## config.mk

```make
export PLATFORM = sky130hd
export DESIGN_NAME = bit_serial_alu_ctrl_flat
export DESIGN_NICKNAME = d
export VERILOG_FILES = /design/src/rtl/bit_serial_alu_ctrl_if.sv /design/src/rtl/bit_serial_alu_ctrl.sv /design/src/flat_wrapper.sv
export SDC_FILE = /design/constraint.sdc
export NUM_CORES = 1
export LEC_CHECK = 0
export ABC_CLOCK_PERIOD_IN_PS = 3900
export CORE_MARGIN = 1.5
export CORE_UTILIZATION = 55
export CTS_BUF_LIST = sky130_fd_sc_hd__clkbuf_8
export DETAILED_ROUTE_END_ITERATION = 6
export PLACE_DENSITY = 0.92
export SLEW_MARGIN = 25
export SYNTH_ARGS = -nofsm -noshare
export SYNTH_HDL_FRONTEND = slang
export SYNTH_SLANG_ARGS = --single-unit
```

## constraint.sdc

```tcl
create_clock -name clk -period 3.9 [get_ports clk]
set_input_delay 0.78 -clock clk [delete_from_list [all_inputs] [get_ports clk]]
set_output_delay 0.78 -clock clk [all_outputs]
set_load 0.02 [all_outputs]
```

## src/rtl/bit_serial_alu_ctrl_if.sv

```systemverilog
// ---------------------------------------------------------------------------
// bit_serial_alu_ctrl_if
// Request/result bundle for the bit-serial ALU controller.
//
// Handshake: 'start' is a single-cycle request that the controller takes
// only while idle (busy=0, done=0). A request seen while busy or during the
// done cycle is dropped. 'done' pulses for exactly one cycle when 'result'
// and 'overflow' (and 'zero') carry the finished word. Those outputs then
// stay put until the next accepted request completes.
//
// Signals:
//   start    request, master -> slave
//   opcode   {ainvert, binvert, op[1:0]}, master -> slave
//   a, b     WIDTH-bit operands, master -> slave
//   busy     high while bits are being processed, slave -> master
//   done     one-cycle completion pulse, slave -> master
//   result   WIDTH-bit result word, slave -> master
//   overflow signed overflow for add/subtract, slave -> master
//   zero     result==0 flag, only with BIT_SERIAL_ALU_CTRL_ZERO_FLAG_EN
// ---------------------------------------------------------------------------
interface bit_serial_alu_ctrl_if #(
    parameter int WIDTH = 32
);
    logic             start;
    logic [3:0]       opcode;
    logic [WIDTH-1:0] a;
    logic [WIDTH-1:0] b;
    logic             busy;
    logic             done;
    logic [WIDTH-1:0] result;
    logic             overflow;
`ifdef BIT_SERIAL_ALU_CTRL_ZERO_FLAG_EN
    logic             zero;

    modport master (
        output start, opcode, a, b,
        input  busy, done, result, overflow, zero
    );
    modport slave (
        input  start, opcode, a, b,
        output busy, done, result, overflow, zero
    );
`else
    modport master (
        output start, opcode, a, b,
        input  busy, done, result, overflow
    );
    modport slave (
        input  start, opcode, a, b,
        output busy, done, result, overflow
    );
`endif
endinterface

```

## src/rtl/bit_serial_alu_ctrl.sv

```systemverilog
// ---------------------------------------------------------------------------
// bit_serial_alu_ctrl
// Multi-bit ALU built from one 1-bit slice. The controller latches the
// operands and opcode, then feeds the slice LSB to MSB one bit per clock.
// The carry is kept in a register between cycles. The result word is
// assembled in a shadow register and published on entry to DONE.
//
// Optional feature: define BIT_SERIAL_ALU_CTRL_ZERO_FLAG_EN to add the
// 'zero' output. It is computed serially by OR-accumulating result bits.
//
// Ports:
//   clk        rising-edge clock
//   rst        synchronous, active-high reset
//   bus        bit_serial_alu_ctrl_if.slave (start/opcode/a/b in,
//              busy/done/result/overflow[/zero] out)
//   dbg_state  current FSM state (IDLE=0, RUN=1, DONE=2)
// ---------------------------------------------------------------------------
module bit_serial_alu_ctrl #(
    parameter int WIDTH = 32
) (
    input  logic                  clk,
    input  logic                  rst,
    bit_serial_alu_ctrl_if.slave  bus,
    output logic [1:0]            dbg_state
);
    localparam int CW = (WIDTH > 1) ? $clog2(WIDTH) : 1;

    typedef enum logic [1:0] {
        S_IDLE = 2'd0,
        S_RUN  = 2'd1,
        S_DONE = 2'd2
    } state_t;

    state_t           state_q, state_d;
    logic [CW-1:0]    cnt_q;
    logic [WIDTH-1:0] a_q, b_q;
    logic [3:0]       op_q;
    logic             carry_q;
    logic [WIDTH-1:0] shadow_q, shadow_d;
    logic [WIDTH-1:0] result_q;
    logic             ovf_q;
    logic             zacc_q;

    logic last, x, y, sum, cout, slt_bit, res_bit, new_bits;

    // Next-state logic
    always_comb begin
        state_d = state_q;
        case (state_q)
            S_IDLE:  if (bus.start) state_d = S_RUN;
            S_RUN:   if (last)      state_d = S_DONE;
            S_DONE:  state_d = S_IDLE;
            default: state_d = S_IDLE;
        endcase
    end

    // The 1-bit slice and word assembly
    always_comb begin
        last     = (cnt_q == CW'(WIDTH - 1));
        x        = a_q[cnt_q] ^ op_q[3];
        y        = b_q[cnt_q] ^ op_q[2];
        sum      = x ^ y ^ carry_q;
        cout     = (x & y) | (x & carry_q) | (y & carry_q);
        // Sign of the true difference: MSB sum corrected by the overflow term.
        slt_bit  = sum ^ carry_q ^ cout;
        res_bit  = 1'b0;
        case (op_q[1:0])
            2'b00:   res_bit = x & y;
            2'b01:   res_bit = x | y;
            2'b10:   res_bit = sum;
            default: res_bit = 1'b0;   // SLT: only bit 0 is ever non-zero
        endcase
        shadow_d         = shadow_q;
        shadow_d[cnt_q]  = res_bit;
        new_bits         = res_bit;
        if (op_q[1:0] == 2'b11 && last) begin
            shadow_d[0] = slt_bit;
            new_bits    = slt_bit;
        end
    end

    always_ff @(posedge clk) begin
        if (rst) begin
            state_q  <= S_IDLE;
            cnt_q    <= '0;
            a_q      <= '0;
            b_q      <= '0;
            op_q     <= '0;
            carry_q  <= 1'b0;
            shadow_q <= '0;
            result_q <= '0;
            ovf_q    <= 1'b0;
            zacc_q   <= 1'b0;
        end else begin
            state_q <= state_d;
            case (state_q)
                S_IDLE: begin
                    if (bus.start) begin
                        a_q      <= bus.a;
                        b_q      <= bus.b;
                        op_q     <= bus.opcode;
                        shadow_q <= '0;
                        cnt_q    <= '0;
                        // binvert doubles as carry-in so ~b + 1 forms -b.
                        carry_q  <= bus.opcode[2];
                        zacc_q   <= 1'b0;
                    end
                end
                S_RUN: begin
                    shadow_q <= shadow_d;
                    carry_q  <= cout;
                    zacc_q   <= zacc_q | new_bits;
                    if (last) begin
                        result_q <= shadow_d;
                        ovf_q    <= (op_q[1:0] == 2'b10) & (carry_q ^ cout);
                    end else begin
                        cnt_q <= cnt_q + CW'(1);
                    end
                end
                default: ;
            endcase
        end
    end

    assign bus.busy     = (state_q == S_RUN);
    assign bus.done     = (state_q == S_DONE);
    assign bus.result   = result_q;
    assign bus.overflow = ovf_q;
    assign dbg_state    = state_q;

`ifdef BIT_SERIAL_ALU_CTRL_ZERO_FLAG_EN
    logic zero_q;

    always_ff @(posedge clk) begin
        if (rst) begin
            zero_q <= 1'b0;
        end else if (state_q == S_RUN && last) begin
            zero_q <= ~(zacc_q | new_bits);
        end
    end

    assign bus.zero = zero_q;
`endif

endmodule

```

## src/flat_wrapper.sv

```systemverilog
// flat-port wrapper written by rule: the top's interface ports become plain ports
module bit_serial_alu_ctrl_flat 
#(
    parameter int WIDTH = 32
)
  (clk, rst, dbg_state, bus_start, bus_opcode, bus_a, bus_b, bus_busy, bus_done, bus_result, bus_overflow);
  bit_serial_alu_ctrl_if #(.WIDTH(WIDTH)) bus_i ();
  input  logic clk;
  input  logic rst;
  output logic [1:0] dbg_state;
  input wire logic [$bits(bus_i.start)-1:0] bus_start;
  input wire logic [$bits(bus_i.opcode)-1:0] bus_opcode;
  input wire logic [$bits(bus_i.a)-1:0] bus_a;
  input wire logic [$bits(bus_i.b)-1:0] bus_b;
  output wire logic [$bits(bus_i.busy)-1:0] bus_busy;
  output wire logic [$bits(bus_i.done)-1:0] bus_done;
  output wire logic [$bits(bus_i.result)-1:0] bus_result;
  output wire logic [$bits(bus_i.overflow)-1:0] bus_overflow;
  assign bus_i.start = bus_start;
  assign bus_i.opcode = bus_opcode;
  assign bus_i.a = bus_a;
  assign bus_i.b = bus_b;
  assign bus_busy = bus_i.busy;
  assign bus_done = bus_i.done;
  assign bus_result = bus_i.result;
  assign bus_overflow = bus_i.overflow;
  bit_serial_alu_ctrl #(.WIDTH(WIDTH)) u_core (.clk(clk), .rst(rst), .bus(bus_i), .dbg_state(dbg_state));
endmodule
```

# Word-level counts from Yosys, hierarchy flattened
# Index checks and enable logic that the tools add are counted.
[totals]
register_bits = 141
output_inout_bits = 37
word_cells = 64
[classes]
n_addsub = 1
n_lt_le_gt_ge = 2
eq_ne = 9
mux = 19
n_bitwise = 14
n_reduce_logical = 10
[op_table]
columns = ["op", "n"]
rows = [
  ["one-hot mux 32 bit (2 select lines)", 1],
  ["bitwise mux 32 bit", 1],
  ["2-to-1 mux 32 bit", 1],
  ["binary-select mux 1 bit (select 5 bit)", 2],
  ["2-to-1 mux 5 bit", 2],
  ["one-hot mux 5 bit (2 select lines)", 1],
  ["AND reduction 2 bit", 4],
  ["XOR 1 bit", 7],
  ["equality test 2 bit, second input constant", 3],
  ["less-than comparator 5 x 6 -> 1 bit, second input constant", 1],
  ["adder 5 x 1 -> 5 bit, second input constant", 1],
  ["demux 1 bit (select 5 bit)", 1],
  ["equality test 5 bit, second input constant", 1],
  ["greater-or-equal comparator 5 x 1 -> 1 bit, second input constant", 1],
  ["2-to-1 mux 1 bit", 5],
  ["AND 1 bit", 4],
  ["equality test 2 x 1 -> 1 bit, second input constant", 2],
  ["logical NOT 2 bit", 2],
  ["2-to-1 mux 2 bit", 2],
  ["!= test 2 bit, second input constant", 2],
  ["one-hot mux 2 bit (2 select lines)", 1],
  ["OR 1 bit", 3],
  ["one-hot mux 1 bit (3 select lines)", 1],
  ["AND reduction 3 bit", 1],
  ["4 further kinds", 5],
]

# Logic depth before layout (Yosys ltp)
# Gate-level depths: netlist of the first run.
[depth]
ltp_word = 9
ltp_mapped = 16

# Worst setup path after synthesis of the first run
# Ideal clock, no wire load.
[synth_path]
path_kind = "reg-to-reg"
start = "register u_core.cnt_q[0]"
end = "register u_core.result_q[28], in the netlist u_core.bus.result[28]"
arrival_ns = 2.991
path_slack_ns = 0.777
stages_incl_launch_ff = 16
period_less_slack_ns = 3.123
path_cell_list = "dfxtp_1 -> and2_1 -> clkbuf_1 -> a22oi_1 -> nand4b_1 -> nand4_2 -> xnor2_1 -> inv_1 -> ha_1 -> xnor2_1 -> a211oi_1 -> or3_1 -> buf_4 -> buf_6 -> o311ai_1 -> a21oi_1"
[synth_via]
elab_chain_len = 7
word_cells_on_any_way = 19
classes_between = "order compare: 2; eq/ne: 1; mux: 8; bitwise: 6; reduce/logical: 2"
[synth_rtl]
columns = ["item", "line_no", "rtl"]
rows = [
  ["from (decl)", "bit_serial_alu_ctrl.sv:35", "logic [CW-1:0] cnt_q;"],
  ["from (signal assigned)", "bit_serial_alu_ctrl.sv:117", "cnt_q <= cnt_q + CW'(1);"],
  ["binary-select mux 1 bit (select 5 bit), on equally long branches", "bit_serial_alu_ctrl.sv:60, bit_serial_alu_ctrl.sv:61", ""],
  ["2-to-1 mux 1 bit, on equally long branches", "bit_serial_alu_ctrl.sv:60, bit_serial_alu_ctrl.sv:61", ""],
  ["XOR 1 bit, on equally long branches", "bit_serial_alu_ctrl.sv:60, bit_serial_alu_ctrl.sv:61", ""],
  ["XOR 1 bit (2 in a row)", "bit_serial_alu_ctrl.sv:62", "sum = x ^ y ^ carry_q;"],
  ["one-hot mux 1 bit (3 select lines)", "bit_serial_alu_ctrl.sv:67", "case (op_q[1:0])"],
  ["bitwise mux 32 bit", "bit_serial_alu_ctrl.sv:74", "shadow_d[cnt_q] = res_bit;"],
  ["to (signal assigned)", "bit_serial_alu_ctrl.sv:114", "result_q <= shadow_d;"],
  ["to (decl)", "bit_serial_alu_ctrl.sv:40", "logic [WIDTH-1:0] result_q;"],
]
# Several ways; a longest one is shown, not always the timed one. The select of a mux whose other input is x is not followed.
# A chain may end at the register's enable or synchronous reset.

# Worst setup path in the final report of the first run
[layout_path]
start = "register u_core.cnt_q[1]"
end = "register u_core.shadow_q[21]"
[layout_via]
elab_chain_len = 8
word_cells_on_any_way = 18
classes_between = "order compare: 2; mux: 9; bitwise: 6; reduce/logical: 1"
[layout_rtl]
columns = ["item", "line_no", "rtl"]
rows = [
  ["binary-select mux 1 bit (select 5 bit), on equally long branches", "bit_serial_alu_ctrl.sv:60, bit_serial_alu_ctrl.sv:61", ""],
  ["2-to-1 mux 1 bit, on equally long branches", "bit_serial_alu_ctrl.sv:60, bit_serial_alu_ctrl.sv:61", ""],
  ["XOR 1 bit, on equally long branches", "bit_serial_alu_ctrl.sv:60, bit_serial_alu_ctrl.sv:61", ""],
  ["XOR 1 bit (2 in a row)", "bit_serial_alu_ctrl.sv:62", ""],
  ["one-hot mux 1 bit (3 select lines)", "bit_serial_alu_ctrl.sv:67", ""],
  ["bitwise mux 32 bit *", "bit_serial_alu_ctrl.sv:74", ""],
  ["one-hot mux 32 bit (2 select lines) *", "bit_serial_alu_ctrl.sv:96", "case (state_q)"],
  ["to (signal assigned)", "bit_serial_alu_ctrl.sv:110", "shadow_q <= shadow_d;"],
  ["to (decl)", "bit_serial_alu_ctrl.sv:39", "logic [WIDTH-1:0] shadow_q, shadow_d;"],
]
# Mark *: on every way between the ends. The rest lies on a longest branch, timed or not. The select of a mux whose other input is x is not followed.

==> out/summary.txt, run 1 <==
=====================================================================================
Outcome                                                                  finished, violations left
Failing checks                                                                    DRC
Overall track demand over capacity in global routing                           27.45%
Worst-margin pin slew                                                        1.089 ns
Number of antenna violations at the first check in global routing                   0
Net Count, Synth                                                                  927
Count of buffers inserted at the top-level ports                                  107
Diode count                                                                         0
Worst Setup Start Kind                                                       register
Total of max-cap violations                                                         0
FF-to-FF End                                                             u_core.shadow_q[21]
HPWL after detailed placement                                               10,850 um
Top library cells by usage in the layout, fill and taps aside            181 x sky130_fd_sc_hd__nand2_1, 145 x sky130_fd_sc_hd__a21oi_1, 140 x sky130_fd_sc_hd__dfxtp_1
Level count of the clock H-tree                                                     4
Area Overhead vs Synth                                                         23.52%
Sequential share of the synthesized area                                       43.31%
Cell count after synthesis                                                        850
Clock root buffer master                                                 sky130_fd_sc_hd__clkbuf_8
Clock-pin slew of the registers on the worst-case setup and hold paths        0.09 ns
Worst-case hold slack                                                       0.4530 ns
Congestion Overflow GR                                                              0
Sink Count                                                                        141
TritonCTS Buffers                                                                  17
Top cell type by total area after synthesis                              sky130_fd_sc_hd__dfxtp_1
Sort of element at the end of the critical path                              register
Synthesis Warnings                                                                  0
Bufs on Longest Clock Path                                                          2
Max Transition Viols Final                                                          0
Global-route wire length before repair                                      28,210 um
Critical R2R Launch                                                      u_core.cnt_q[1]
Commonest non-fill, non-tap cell in the layout                           sky130_fd_sc_hd__nand2_1
Gp weighted congestion                                                         0.8352
Number of nets still failing antenna checks after routing                           0
Clock insertion delay at the later pin of the skew report                     0.45 ns
Max_slew headroom                                                              27.23%
Worst min-delay path category                                              reg -> reg
Detail-routed via count per cell                                                6.075
Pin count of the biggest net entering global routing                               93
Leakage power of the design                                                  2.710 nW
Final #Nets                                                                       998
Total Wirelength                                                            17,610 um
Yosys cell types                                                                   42
Worst setup path startpoint                                              u_core.cnt_q[1]
Area of the die                                                            12,510 um2
CTS tree                                                                          yes
Average wire length per cell after detail routing                            16.35 um
Initial Util                                                                   56.84%
Clock skew                                                                 0.01340 ns
CTS Hold Buffers Added                                                              0
Vias after detailed routing                                                     6,543
Non-filler instance count after layout                                          1,077
DRC violations left                                                                10
Share of async-settable or async-resettable flops after synthesis                  0%
Mean Syn Cell Area                                                          7.668 um2
Area of the mapped netlist                                                   6518 um2
Dominant synthesized flop cell                                           sky130_fd_sc_hd__dfxtp_1
Termination of the worst setup path                                      u_core.shadow_q[21]
Share of the clock period used by the worst path                               96.39%
Number of gates resized after CTS                                                   0
Required time of the critical path                                            4.28 ns
Iteration-0 DRC Markers                                                           813
Crit path time final                                                         3.759 ns
Die span in x                                                                111.9 um
Flop-to-flop setup slack                                                      0.14 ns
Share of final-layout standard cells stronger than drive strength 1            6.852%
Number of cells traversed by the worst register-to-register path                   15
Final hold violations                                                               0
Dpl cells                                                                       1,045
Number of synthesized flops with an enable pin                                      0
Flip-flop and latch count after synthesis                                         141
Final Setup Violations                                                              0
Length of the first detailed-routing pass in iterations                             7
Die height                                                                   111.9 um
Via count of the first global-routing pass                                      5,985
Area share of the largest cell type after synthesis                            43.31%
Number of placement rows                                                           39
Maximum net fanout on the critical path                                            36
WP data arrival                                                               4.14 ns
Critical path start-end classification                                     reg -> reg
Core outline area                                                          11,470 um2
Boundary pin count                                                                108
Areal power density over the cells                                       392.1 nW/um2
Worst-case vdd ir drop                                                      0.2668 mV
Post-CTS setup repair buffer count                                                  0
Achievable frequency                                                        266.0 MHz
Largest cells by area after synthesis                                    sky130_fd_sc_hd__dfxtp_1 43%, sky130_fd_sc_hd__a21oi_1 11%, sky130_fd_sc_hd__nand2_1 10%
=====================================================================================
==> cell type report <==
class | count | area, um2
Sequential cell | 141 | 2826
Inverter | 5 | 18.77
Timing Repair Buffer | 126 | 1236
Clock inverter | 15 | 178.9
Tap cell | 143 | 178.9
Fill cell | 847 | 3417
Clock buffer | 17 | 234.0
Multi-Input combinational cell | 630 | 3377
==> synth_stat cells, drive strengths merged, types with 2 or more instances <==
cell type	number
nand2	182
a311o	4
nand4b	4
ha	6
nand2b	6
a22oi	18
nor2b	14
o311ai	8
nor3	9
nor3b	2
a21oi	145
dfxtp	141
a21o	14
nand4	7
xor2	2
clkbuf	57
a311oi	2
a31oi	8
inv	4
nand3b	2
xnor2	3
o21ai	53
and2	3
o21bai	4
nand3	38
nor2	56
buf	17
and3	2
mux2i	34
==> registers in the layout, indices dropped and copies added, names as in the netlist <==
signal and flops:
u_core.a_q 32, u_core.b_q 32, u_core.dbg_state 2, u_core.cnt_q 5
u_core.shadow_q 32, u_core.bus.overflow 1, u_core.bus.result 32, u_core.carry_q 1
u_core.op_q 4
==> per-layer routing <==
layer	track usage (%)	up-vias	routed length, um
met3	5.879	74	1421
met1	35.40	3017	7286
met4	11.90	0	578
met5	0	-	0
met2	44.51	369	8329
li1	-	3083	-
==> report_power, final <==
group / leakage [nW] / internal [mW] / total, mW / switching [mW]
Sequential: 1.15 / 1.48 / 1.52 / 0.0351
Combinational: 1.36 / 0.163 / 0.404 / 0.240
Clock: 0.204 / 0.592 / 1.23 / 0.641
Total: 2.71 / 2.24 / 3.16 / 0.917
==> critical path, cell delays in order, from the launching register on <==
cell and delay (ns):
sky130_fd_sc_hd__dfxtp_4 0.48, sky130_fd_sc_hd__buf_12 0.20, sky130_fd_sc_hd__mux2i_1 0.20, sky130_fd_sc_hd__a22oi_1 0.11
sky130_fd_sc_hd__nand4b_1 0.14, sky130_fd_sc_hd__nand4_2 0.15, sky130_fd_sc_hd__xnor2_1 0.29, sky130_fd_sc_hd__inv_1 0.15
sky130_fd_sc_hd__ha_1 0.38, sky130_fd_sc_hd__xnor2_1 0.17, sky130_fd_sc_hd__a211oi_2 0.34, sky130_fd_sc_hd__or3_1 0.17
sky130_fd_sc_hd__buf_4 0.32, sky130_fd_sc_hd__buf_4 0.25, sky130_fd_sc_hd__nand3_1 0.11, sky130_fd_sc_hd__a21oi_1 0.19
==> per-stage QoR <==
step	setup WS (ns)	utilization (%)	power (mW)	area (um2)	TNS (ns)
2_1_floorplan	0.7772	-	1.791	6518	0
3_3_place_gp	0.2544	66.28	1.919	7601	0
3_5_place_dp	0.1066	66.28	1.930	7601	0
4_1_cts	0.06735	69.89	3.128	8014	0
5_1_grt	-0.07433	70.20	3.264	8050	-0.5719
6_report	0.1406	70.20	3.157	8050	0
==> how the worst min path moves through the flow <==
stage	startpoint	to	cells past startpoint
global placement	u_core.bus.result[19]	u_core.bus.result[19]	2
floorplan	u_core.a_q[0]	u_core.a_q[0]	2
detailed placement	u_core.bus.result[18]	u_core.bus.result[18]	2
CTS	u_core.bus.result[18]	u_core.bus.result[18]	2
global route	u_core.bus.result[18]	u_core.bus.result[18]	2
finish	u_core.bus.result[24]	u_core.bus.result[24]	2
==> kinds of logic after synthesis <==
kind of cell,count (synthesis),share of synthesized area [%]
flops,141,43.31
fa+ha+maj,6,1.152
xor+xnor,5,0.6720
simple gates,327,21.89
compound gates,258,22.31
buf+inv,79,5.452
mux,34,5.222
No activity file was read; power rests on OpenSTA's default activity.
==> run 2: changes to the inputs <==
- CORE_ASPECT_RATIO: not set -> 0.7
- CORE_UTILIZATION: 55 -> 40
- PLACE_DENSITY: 0.92 -> 0.73
==> run 2 against run 1 <==
- the flow now finishes without violations
- sequential share of layout area decreased by 0.17 points
- global-route usage is 7.1 points lower
- design area up 0.48%
- critical endpoint is now u_core.shadow_q[30]
- maximum frequency is 3.8% higher
- critical path depth fell by 2
- worst setup slack gained 0.14 ns
- via count shrank 7.6%
- combinational power about the same
==> out/summary.txt, run 2 (synthesis results as in run 1) <==
=====================================================================================
Outcome                                                                  finished clean
Share of the clock period used by the worst path                               92.83%   -3.6 points
Count of buffers inserted at the top-level ports                                  107   unchanged
Area Overhead vs Synth                                                         24.11%
Dpl cells                                                                       1,099   +5.2%
Cells traversed along the worst timing path                              nor2_1, a22oi_1, nand4b_1, nand4_2, xnor2_1, inv_1, ha_1, xnor2_1, a211oi_1, or3_1, buf_12, o311ai_0, a21oi_1
Final total negative setup slack                                                 0 ns   unchanged
WP data arrival                                                               3.91 ns   -0.23 ns
Worst-margin pin slew                                                       0.9373 ns   -0.1520 ns
Clock skew                                                                 0.01435 ns   +0.0009447 ns
Bufs on Longest Clock Path                                                          2   unchanged
Global-route wire length before repair                                      27,590 um   -2.2%
Number of cells traversed by the worst register-to-register path                   13   -2
Boundary pin count                                                                108   unchanged
Worst setup path startpoint                                              u_core.cnt_q[0]
Design Area, Final                                                           8089 um2   +0.48%
Die height                                                                   109.8 um   -1.8%
Slowest Stage Delay on Critical Path                                          0.55 ns   +0.07 ns
Clock-pin slew of the registers on the worst-case setup and hold paths        0.08 ns   about the same
Family with the most delay on the worst path                             simple AND/OR/NAND/NOR gates
Congestion Overflow GR                                                              0   unchanged
Critical R2R Launch                                                      u_core.cnt_q[0]
Area of the die                                                            17,080 um2   +37%
Max_slew headroom                                                              37.38%   +10 points
Vias after detailed routing                                                     6,046   -7.6%
Flop-to-flop setup slack                                                      0.28 ns   +0.14 ns
Total Wirelength                                                            16,940 um   -3.8%
Total of max-cap violations                                                         0   unchanged
Critical Path Most Common Cell                                           sky130_fd_sc_hd__xnor2_1
Leakage power of the design                                                  2.691 nW   -0.68%
Final #Nets                                                                       995   -0.30%
Crit path time final                                                         3.621 ns   -0.1388 ns
Termination of the worst setup path                                      u_core.shadow_q[30]
Clock insertion delay at the later pin of the skew report                     0.44 ns   about the same
Sw Share                                                                       27.38%   -1.7 points
Worst-case vdd ir drop                                                      0.2209 mV   -17%
Share of power burned in combinational logic                                    13.0%   +0.2 points
Required time of the critical path                                            4.19 ns   -0.09 ns
Critical path start-end classification                                     reg -> reg
Max Transition Viols Final                                                          0   unchanged
Part of the power in registers                                                  49.1%   +1.0 points
Non-filler instance count after layout                                          1,131   +5.0%
Average wire length per cell after detail routing                            14.98 um   -8.4%
Sink Count                                                                        141   unchanged
Count of filler cells inserted in the layout                                    1,482   +75%
Total net switching power                                                   0.8441 mW   -7.9%
Clk network pwr share                                                           37.9%   -1.2 points
Placement-stage worst setup slack                                           0.3123 ns   +0.2058 ns
Final Setup Violations                                                              0   unchanged
CTS tree                                                                          yes
Level count of the clock H-tree                                                     4   unchanged
Areal power density over the cells                                       381.2 nW/um2   -2.8%
Initial Util                                                                   41.54%   -15 points
Count of cell instances traversed by the critical path                             13   -2
Critical path buffer and inverter count                                             2   -2
Commonest non-fill, non-tap cell in the layout                           sky130_fd_sc_hd__nand2_1
DRC violations left                                                                 0   -10
Maximum net fanout on the critical path                                            45   +25%
Clock root buffer master                                                 sky130_fd_sc_hd__clkbuf_8
Worst min-delay path category                                              reg -> reg
Diode count                                                                         0   unchanged
Iteration-0 DRC Markers                                                           485   -40%
Internal power                                                               2.239 mW   about the same
Number of nets still failing antenna checks after routing                           0   unchanged
Detail-routed via count per cell                                                5.346   -12%
Pin count of the biggest net entering global routing                               78   -16%
Top library cells by usage in the layout, fill and taps aside            181 x sky130_fd_sc_hd__nand2_1, 145 x sky130_fd_sc_hd__a21oi_1, 140 x sky130_fd_sc_hd__dfxtp_1
Setup repair after global routing missed its margin                                no
HPWL after detailed placement                                               11,120 um   +2.5%
TritonCTS Buffers                                                                  17   unchanged
Achievable frequency                                                        276.2 MHz   +3.8%
Sort of element at the end of the critical path                              register
Number of placement rows                                                           38   -2.6%
Highest-delay cell along the critical path                               sky130_fd_sc_hd__nor2_1
Final hold violations                                                               0   unchanged
Length of the first detailed-routing pass in iterations                             5   -2
Gp weighted congestion                                                         0.8336   -0.19%
Placed Instance Area                                                         7690 um2   +1.2%
Core outline area                                                          15,690 um2   +37%
Overall track demand over capacity in global routing                           20.32%   -7.1 points
Design Power                                                                 3.083 mW   -2.3%
Worst Setup Start Kind                                                       register
Via count of the first global-routing pass                                      5,499   -8.1%
Number of antenna violations at the first check in global routing                   0   unchanged
FF-to-FF End                                                             u_core.shadow_q[30]
Share of final-layout standard cells stronger than drive strength 1            6.015%   -0.84 points
Die span in x                                                                155.6 um   +39%
Setup WS post-layout                                                        0.2795 ns   +0.1388 ns
=====================================================================================
[run 2: changes by cell type in the layout (fill, tap and decap cells not counted), sizes merged]
cell	delta
clkbuf	+1
inv	-5
buf	-3
clkinv	+4
[run 2: how the worst min path moves through the flow]
| stage | startpoint | to | slack, ns | cells past startpoint |
|---|---|---|---|---|
| 2_1_floorplan | u_core.a_q[0] | u_core.a_q[0] | 0.44 | 2 |
| 3_3_place_gp | u_core.bus.result[5] | u_core.bus.result[5] | 0.44 | 2 |
| 3_5_place_dp | u_core.bus.result[18] | u_core.bus.result[18] | 0.44 | 2 |
| 4_1_cts | u_core.bus.result[18] | u_core.bus.result[18] | 0.45 | 2 |
| 5_1_grt | u_core.bus.result[7] | u_core.bus.result[7] | 0.47 | 2 |
| 6_report | u_core.bus.result[18] | u_core.bus.result[18] | 0.45 | 2 |
[run 2: tightest hold or removal path, cell delays in order, from the launching register on]
cell and delay (ns):
sky130_fd_sc_hd__dfxtp_1 0.31, sky130_fd_sc_hd__nand2_1 0.05, sky130_fd_sc_hd__a21oi_1 0.05
[run 2: metrics by stage]
| stage | util [%] | hold slack [ns] |
|---|---|---|
| finish | 51.55 | 0.4517 |
| CTS | 51.52 | 0.4532 |
| global route | 51.55 | 0.4728 |
| global placement | 49.00 | 0.4378 |
| floorplan | - | 0.4357 |
| detailed placement | 49.01 | 0.4431 |
[run 2: power by group through the flow]
| stage | Clock (mW) | Sequential (mW) | Combinational (mW) |
|---|---|---|---|
| detailed placement | 0 | 1.55 | 0.397 |
| global route | 1.25 | 1.52 | 0.439 |
| finish | 1.17 | 1.52 | 0.401 |
| global placement | 0 | 1.55 | 0.393 |
| CTS | 1.19 | 1.52 | 0.399 |
| floorplan | 0 | 1.54 | 0.251 |
[run 2: metal layers]
layer	up-vias	share of wire, %	GRT usage, %
met5	-	0	0
met2	189	40	29.50
met4	0	0.96	6.054
met3	16	7.5	4.888
met1	2763	51	29.60
li1	3078	-	-
[run 2: layout make-up]
class	count	area [um2]	area share, %
inverter	5	18.77	0.2320
tap	200	250.2	3.094
clock inverter	14	146.4	1.810
clock buffer	18	247.7	3.063
timing repair buffer	123	1251	15.47
multi-input combinational	630	3348	41.39
sequential	141	2826	34.94
[run 2: repair_timing]
item	in CTS	in global routing
gates resized for setup	0	2
endpoints found under the hold margin	0	0
setup buffers	0	0
hold buffers	0	0
endpoints found under the setup margin	0	6
==> run 3: changes to the inputs <==
- GPL_ROUTABILITY_DRIVEN: not set -> 0
==> results of run 3 <==
No change in the layout: final DEF, timing and power equal those of run 2.
